### config.mk
export PLATFORM = sky130hd
export DESIGN_NAME = dmem_responder
export DESIGN_NICKNAME = d
export VERILOG_FILES = /design/src/rtl/dmem_pkg.sv /design/src/rtl/dmem_lane_align.sv /design/src/rtl/dmem_responder.sv
export SDC_FILE = /design/constraint.sdc
export NUM_CORES = 2
export LEC_CHECK = 0
export CORE_MARGIN = 2
export CORE_UTILIZATION = 27
export CTS_BUF_LIST = sky130_fd_sc_hd__clkbuf_4
export DETAILED_ROUTE_END_ITERATION = 6
export PLACE_DENSITY = 0.5
export SETUP_SLACK_MARGIN = 0.2
export SLEW_MARGIN = 20
export SYNTH_ARGS = -nofsm -noshare
export SYNTH_HDL_FRONTEND = slang
export SYNTH_SLANG_ARGS = --single-unit
### constraint.sdc
create_clock -name CLK -period 16.18 [get_ports CLK]
set_input_delay 4.045 -clock CLK [delete_from_list [all_inputs] [get_ports CLK]]
set_output_delay 4.045 -clock CLK [all_outputs]
set_load 0.01 [all_outputs]
### src/rtl/dmem_pkg.sv
// Shared encodings for the data-memory responder: funct3 size codes, FSM states,
// and the request-legality helper used at the access edge.
package dmem_pkg;

  localparam logic [2:0] SZ_B  = 3'b000;
  localparam logic [2:0] SZ_H  = 3'b001;
  localparam logic [2:0] SZ_W  = 3'b010;
  localparam logic [2:0] SZ_BU = 3'b100;
  localparam logic [2:0] SZ_HU = 3'b101;

  localparam int MAX_LATENCY = 15;

  typedef enum logic [1:0] {
    IDLE = 2'd0,
    WAIT = 2'd1,
    RESP = 2'd2
  } dmem_state_e;

  // Unsigned sizes only make sense for loads; 011/110/111 are never legal.
  function automatic logic size_illegal(input logic [2:0] size, input logic write);
    case (size)
      SZ_B, SZ_H, SZ_W: size_illegal = 1'b0;
      SZ_BU, SZ_HU:     size_illegal = write;
      default:          size_illegal = 1'b1;
    endcase
  endfunction

endpackage

### src/rtl/dmem_lane_align.sv
// Byte/halfword lane steering: extends load data out of a word and merges
// low-aligned store data into the addressed lanes of the old word.
module dmem_lane_align
  import dmem_pkg::*;
(
  input  logic [31:0] i_word,
  input  logic [1:0]  i_addr,
  input  logic [2:0]  i_size,
  input  logic [31:0] i_wdata,
  output logic [31:0] o_rdata,
  output logic [31:0] o_wword,
  output logic        o_misalign
);

  logic [7:0]  w_byte;
  logic [15:0] w_half;

  always_comb begin
    w_byte     = i_word[{i_addr, 3'b000} +: 8];
    w_half     = i_addr[1] ? i_word[31:16] : i_word[15:0];
    o_rdata    = '0;
    o_wword    = i_word;
    o_misalign = 1'b0;
    case (i_size)
      SZ_B, SZ_BU: begin
        o_rdata = (i_size == SZ_B) ? {{24{w_byte[7]}}, w_byte} : {24'd0, w_byte};
        o_wword[{i_addr, 3'b000} +: 8] = i_wdata[7:0];
      end
      SZ_H, SZ_HU: begin
        o_misalign = i_addr[0];
        o_rdata = (i_size == SZ_H) ? {{16{w_half[15]}}, w_half} : {16'd0, w_half};
        o_wword[{i_addr[1], 4'b0000} +: 16] = i_wdata[15:0];
      end
      SZ_W: begin
        o_misalign = |i_addr;
        o_rdata    = i_word;
        o_wword    = i_wdata;
      end
      default: ;
    endcase
  end

endmodule

### src/rtl/dmem_responder.sv
// Memory-side responder for the core's load/store port: one request at a time,
// LATENCY cycles to the access edge, response held until accepted.
// Build option: define DMEM_INIT_EN to preload the array at time 0.
//
// Handshakes: a transfer happens on a rising CLK edge where VALID and READY are
// both 1; VALID never waits on READY, and once RSP_VALID rises its payload holds
// until the edge that accepts it.
module dmem_responder
  import dmem_pkg::*;
#(
  parameter int DEPTH_WORDS = 64,
  parameter int LATENCY     = 1
) (
  input  logic        CLK,
  input  logic        RESET,
  input  logic        REQ_VALID,
  output logic        REQ_READY,
  input  logic        REQ_WRITE,
  input  logic [2:0]  REQ_SIZE,
  input  logic [31:0] REQ_ADDR,
  input  logic [31:0] REQ_WDATA,
  output logic        RSP_VALID,
  input  logic        RSP_READY,
  output logic [31:0] RSP_RDATA,
  output logic        RSP_ERR,
  output logic [1:0]  o_dbg_state
);

  localparam int         IDX_W    = (DEPTH_WORDS > 1) ? $clog2(DEPTH_WORDS) : 1;
  localparam logic [3:0] CNT_INIT = 4'(LATENCY - 1);
  localparam logic [1:0] S_IDLE   = IDLE;
  localparam logic [1:0] S_WAIT   = WAIT;
  localparam logic [1:0] S_RESP   = RESP;

  logic [1:0]  r_state;
  logic [3:0]  r_cnt;
  logic        r_write;
  logic [2:0]  r_size;
  logic [31:0] r_addr;
  logic [31:0] r_wdata;
  logic [31:0] r_rsp_rdata;
  logic        r_rsp_err;
  logic [31:0] r_mem [DEPTH_WORDS];

  logic [IDX_W-1:0] w_idx;
  logic [31:0]      w_word;
  logic [31:0]      w_rdata;
  logic [31:0]      w_wword;
  logic             w_misalign;
  logic             w_range_err;
  logic             w_err;
  logic             w_access;

`ifdef DMEM_INIT_EN
  initial begin
    for (int i = 0; i < DEPTH_WORDS; i++) r_mem[i] = 32'd0;
  end
`else
  // No preload: words read as X until first written.
`endif

  assign w_idx       = r_addr[IDX_W+1:2];
  assign w_word      = r_mem[w_idx];
  assign w_range_err = {2'b00, r_addr[31:2]} >= 32'(DEPTH_WORDS);
  assign w_err       = w_misalign | w_range_err | size_illegal(r_size, r_write);
  assign w_access    = (r_state == S_WAIT) && (r_cnt == 4'd0);

  dmem_lane_align u_align (
    .i_word     (w_word),
    .i_addr     (r_addr[1:0]),
    .i_size     (r_size),
    .i_wdata    (r_wdata),
    .o_rdata    (w_rdata),
    .o_wword    (w_wword),
    .o_misalign (w_misalign)
  );

  always_ff @(posedge CLK) begin
    if (RESET) begin
      r_state     <= S_IDLE;
      r_cnt       <= 4'd0;
      r_rsp_rdata <= '0;
      r_rsp_err   <= 1'b0;
    end else begin
      case (r_state)
        S_IDLE: if (REQ_VALID) begin
          r_state <= S_WAIT;
          r_cnt   <= CNT_INIT;
        end
        S_WAIT: if (r_cnt != 4'd0) begin
          r_cnt <= r_cnt - 4'd1;
        end else begin
          r_state     <= S_RESP;
          r_rsp_err   <= w_err;
          r_rsp_rdata <= (w_err || r_write) ? 32'd0 : w_rdata;
        end
        S_RESP: if (RSP_READY) r_state <= S_IDLE;
        default: r_state <= S_IDLE;
      endcase
    end
  end

  // Request fields are frozen at acceptance so later input changes are ignored.
  always_ff @(posedge CLK) begin
    if (!RESET && r_state == S_IDLE && REQ_VALID) begin
      r_write <= REQ_WRITE;
      r_size  <= REQ_SIZE;
      r_addr  <= REQ_ADDR;
      r_wdata <= REQ_WDATA;
    end
  end

  always_ff @(posedge CLK) begin
    if (!RESET && w_access && r_write && !w_err) r_mem[w_idx] <= w_wword;
  end

  assign REQ_READY   = (r_state == S_IDLE) && !RESET;
  assign RSP_VALID   = (r_state == S_RESP) && !RESET;
  assign RSP_RDATA   = RSP_VALID ? r_rsp_rdata : 32'd0;
  assign RSP_ERR     = RSP_VALID && r_rsp_err;
  assign o_dbg_state = r_state;

endmodule

; ---- Yosys cells after proc, flatten, opt, wreduce, memory -nomap -nowiden
; Memories as Yosys holds them, arrays and structs flattened. A register that Yosys moved wholly into a read port is not among the register bits.
; Cells that the tools add are included.
[classes]
add_sub_neg = 3
magnitude_cmp = 1
n_eq_ne = 10
shifts = 5
n_mux = 21
n_bitwise = 3
n_reduce_logical = 24
[op_table]
columns = cell, n
row1 = $pmux 32 s3, 2
row2 = $mux 32, 4
row3 = $bwmux 32, 2
row4 = $shift 16x7->32 const A, 1
row5 = $shift 8x7->32 const A, 1
row6 = $shiftx 16x7->32, 1
row7 = $shiftx 32x6->8, 1
row8 = $shiftx 8x7->32, 1
row9 = $ge 30x7->1 const B, 1
row10 = $mux 16, 1
row11 = $neg 5->7, 2
row12 = $logic_and 1x1->1, 8
row13 = $mux 4, 2
row14 = $pmux 4 s2, 1
row15 = $reduce_or 2->1, 4
row16 = $eq 3x3->1 const B, 2
row17 = $mux 2, 3
row18 = $mux 6, 1
row19 = $ne 2x2->1 const B, 3
row20 = $pmux 2 s3, 1
row21 = $reduce_and 3->1, 2
row22 = $logic_not 4->1, 1
row23 = $pmux 1 s2, 2
row24 = $reduce_bool 4->1, 1
row25 = 16 further kinds, 19
[totals]
ff_bits = 107
ramBits = 2048
inputBits = 72
output_inout_bits = 37
word_cells = 76
mem_count = 1
[mem_list]
columns = memory, words, width, read_ports, rd_clocked_by_memory_dff, wr, line_no
row1 = r_mem, 64, 32, 1, 1, 1, dmem_responder.sv:43  ; logic [31:0] r_mem [DEPTH_WORDS];

; ---- Logic depth before layout (Yosys ltp)
[logic_depth]
word_depth = 9
depth_mapped = 14
mapped_depth_nobuf = 10

; ---- Cells and area by module
; From an unflattened synthesis, not the netlist that was laid out.
[unflattened]
cells_unflattened = 3976
hier_area_um2 = 83896.7
[by_module_without_submodules]
columns = module, instances, cells_each, area_each_um2, seq_area_each_um2
row1 = dmem_responder, 1, 3767, 82310.2, 64441.8
row2 = dmem_lane_align, 1, 209, 1586.5, 0.0

; ---- Worst setup path after synthesis
; No wires, ideal clock.
[synth_timing]
path_kind = input-to-output
start = input port RESET
end = output port RSP_RDATA[22]
arrival_ns = 4.883
required_ns = 12.135
path_slack_ns = 7.252
stages = 3
n_path_buf = 1
cell_sequence = nor3_1 clkbuf_1 and2_1
[synth_between]
elab_chain_len = 3
[synth_rtl]
columns = element, line_no
row1 = from (decl), dmem_responder.sv:15  ; input logic RESET,
row2 = $logic_not 1->1, dmem_responder.sv:118  ; assign RSP_VALID = (r_state == S_RESP) && !RESET;
row3 = $logic_and 1x1->1, dmem_responder.sv:118
row4 = net RSP_VALID, dmem_responder.sv:22  ; output logic RSP_VALID,
row5 = $mux 32, dmem_responder.sv:119  ; assign RSP_RDATA = RSP_VALID ? r_rsp_rdata : 32'd0;
row6 = to (decl), dmem_responder.sv:24  ; output logic [31:0] RSP_RDATA,
; The timed path passes the listed nets, and every way through them passes these cells.

; ---- Final worst setup path
[layout_timing]
start = input port RESET
end = output port RSP_RDATA[18]
[layout_between]
elab_chain_len = 3
[layout_rtl]
columns = element, line_no
row1 = $logic_not 1->1, dmem_responder.sv:118
row2 = $logic_and 1x1->1, dmem_responder.sv:118
row3 = $mux 32, dmem_responder.sv:119
; No other way between the ends.

==> flow_summary.json <==
{
  "crit_path_end": "RSP_RDATA[18]",
  "combPwrFrac_pct": 13.1,
  "wl_per_cell_um": 28.0,
  "fin_cells": 9191,
  "viasPerCell": 4.89,
  "start_util_pct": 27.1,
  "synth_cell_types": 78,
  "placed_area_um2": 91800,
  "io_buffer_count": 108,
  "p_sw_mw": 3.47,
  "dp_hpwl_mm": 149,
  "seq_area_frac_synth_pct": 76.1,
  "vdd_drop_max_uv": 82.0,
  "num_vias": 45000,
  "clock_latency_ns": 1.43,
  "core_area_um2": 312000,
  "syn_nets": 4070,
  "clock_power_share_pct": 36.8,
  "setup_tns_ns": 0,
  "async_reset_ff_share_pct": 0,
  "rr_endpoint": "r_mem[42][25]$_DFFE_PP_",
  "globalplace.congestion": 0.908,
  "power.static_leakage_nw": 31.3,
  "holdWs_ns": 0.512,
  "syn_area_um2": 84600,
  "grt_setup_unrepaired": "false",
  "grt_pass1_wl_mm": 356,
  "tightest_slew_ns": 1.30,
  "drive_gt1_share_pct": 35.3,
  "final_cell_mix": "2116 x edfxtp_1, 886 x clkbuf_4, 526 x mux4_2, 162 x nand2_1, 161 x buf_4",
  "worstSetupStartpointType": "input pin",
  "synthCells": 3991,
  "preCtsSetupSlack_ns": 5.59,
  "design_area_um2": 99200,
  "path_max_fanout": 33,
  "route.detailed.drc": 0,
  "grt_pass1_vias": 46000,
  "cts_made_buffers": 592,
  "fill_cells": 30200,
  "ant_nets": 0,
  "slew-limit-headroom_pct": 13.5,
  "hold_viol": 0,
  "postCtsResizedCells": 0,
  "max-clock-path-buffers": 4,
  "cts_max_level": 6,
  "hold_depth": 2,
  "cap_viol_max_count": 0,
  "synth_ff_type": "edfxtp_1",
  "setup_viol": 0,
  "routed_wl_mm": 257,
  "r2r_slack_ns": 9.49,
  "p_sw_share_pct": 26.4,
  "required_ns": 12.14,
  "path_clk_slew_ns": 0.06,
  "clock_skew_ns": 0.109,
  "crit_type": "input pin to primary output",
  "yosys.area.top_type": "edfxtp_1",
  "p_int_mw": 9.64,
  "slew_viol_final": 0,
  "cp-startpoint": "RESET",
  "postCtsHoldBufs": 0,
  "crit_path_end_kind": "primary output",
  "fin_crit_sh_pct": 60.7,
  "fin_nets": 4724,
  "rr_worst_depth": 13,
  "dp.cells": 8185,
  "grt_max_degree": 104,
  "ys_ff_latch": 2161,
  "area_growth_pct": 17.2,
  "p_seq_share_pct": 50.1,
  "min_path_type": "flip-flop to flip-flop",
  "min_period_ns": 9.83,
  "finish.utilization_pct": 31.8,
  "io_pins": 109,
  "layout.cells.most_common": "edfxtp_1",
  "synth_edf_count": 2116,
  "p_per_area_nw_per_um2": 132,
  "antenna_found_initial": 16,
  "yosys_warnings": 0,
  "post-cts-setup-buffer-count": 0,
  "cts_tree": "done",
  "yosysTopAreaCellShare_pct": 75.1,
  "fp.dieW_um": 564,
  "cts_root_buffer": "clkbuf_4",
  "die-height_um": 564,
  "gr-total-overflow": 0,
  "cts_sinks": 2161,
  "synth_area_leaders": "edfxtp_1 75%, mux4_2 14%, mux2i_1 1.5%",
  "max_freq_mhz": 102,
  "status": "finished, final reports clean",
  "drt-initial-drc-count": 5047,
  "dieArea_um2": 318000,
  "num_rows": 205,
  "setup_slack_ns": 6.35,
  "p_total_mw": 13.1,
  "dr.pass1.iters": 6,
  "grtUsageTotal_pct": 15.9,
  "avgSynthCellArea_um2": 21.2,
  "worstPathArrival_ns": 5.78
}
## sequential cells by signal, indices dropped and copies added (netlist names), named ones only
register     count
r_mem         2048
o_dbg_state      2
r_rsp_err        1
r_write          1
r_addr          32
r_rsp_rdata     32
r_cnt            4
r_size           3
r_wdata         32
## power by group through the flow
stage	combinational, mW	sequential (mW)	clock, mW
2_1_floorplan	0.920	6.67	0
3_3_place_gp	1.67	6.68	0
3_5_place_dp	1.70	6.68	0
4_1_cts	1.70	6.56	4.97
5_1_grt	1.80	6.56	5.27
6_report	1.72	6.56	4.83
## layout make-up
| cell class | instances | area [um2] | share of cell area, % |
|---|---|---|---|
| Clock inverter | 104 | 644 | 0.649 |
| Inverter | 16 | 65.1 | 0.0656 |
| Timing Repair Buffer | 281 | 2550 | 2.57 |
| Multi-Input combinational cell | 1593 | 19600 | 19.8 |
| Sequential cell | 2161 | 64500 | 65.0 |
| Clock buffer | 886 | 6650 | 6.70 |
| Antenna cell | 10 | 25.0 | 0.0252 |
| Tap cell | 4140 | 5180 | 5.22 |
## how the worst min path moves through the flow
stage,start,endpoint
floorplan,r_rsp_rdata[1]$_SDFFE_PP0P_,r_rsp_rdata[1]$_SDFFE_PP0P_
global placement,r_rsp_rdata[19]$_SDFFE_PP0P_,r_rsp_rdata[19]$_SDFFE_PP0P_
detailed placement,r_rsp_rdata[19]$_SDFFE_PP0P_,r_rsp_rdata[19]$_SDFFE_PP0P_
CTS,r_rsp_rdata[19]$_SDFFE_PP0P_,r_rsp_rdata[19]$_SDFFE_PP0P_
global route,r_rsp_rdata[24]$_SDFFE_PP0P_,r_rsp_rdata[24]$_SDFFE_PP0P_
finish,r_rsp_rdata[19]$_SDFFE_PP0P_,r_rsp_rdata[19]$_SDFFE_PP0P_
## critical path: stages
cell and delay, ns:
clkdlybuf4s50_1 0.41, buf_4 0.24, nor3_4 0.16, buf_6 0.22, and2_1 0.16, clkdlybuf4s50_1 0.54
## metal layers
layer / global-route usage (%) / routed length [um]
met2: 25.1 / 121000
met1: 21.2 / 107000
met3: 3.71 / 20700
met4: 6.38 / 9300
met5: 0 / 13
## kinds of logic (layout without fill, tap and decap cells)
logic type,after synthesis,count (layout),share of synthesized area [%]
multiplexers,680,680,15.9
adder cells (fa/ha/maj),7,7,0.103
buffers and inverters,237,1287,1.69
XOR/XNOR,2,2,0.0207
AO/OA/AOI/OAI,408,408,3.40
flip-flops,2161,2161,76.1
other,0,10,0
AND/OR/NAND/NOR,496,496,2.76
## Yosys cell counts (25+ instances only)
master / count
clkbuf_1: 62
a21oi_1: 80
o22ai_1: 25
edfxtp_1: 2116
mux2i_1: 129
nand2_1: 164
nor2b_1: 28
nand3_1: 27
buf_4: 46
nor2_1: 143
a221oi_1: 27
buf_2: 68
o21ai_0: 57
mux4_2: 526
and2_1: 41
a22oi_1: 82
dfxtp_1: 45
(Power assumes the default switching activity.)
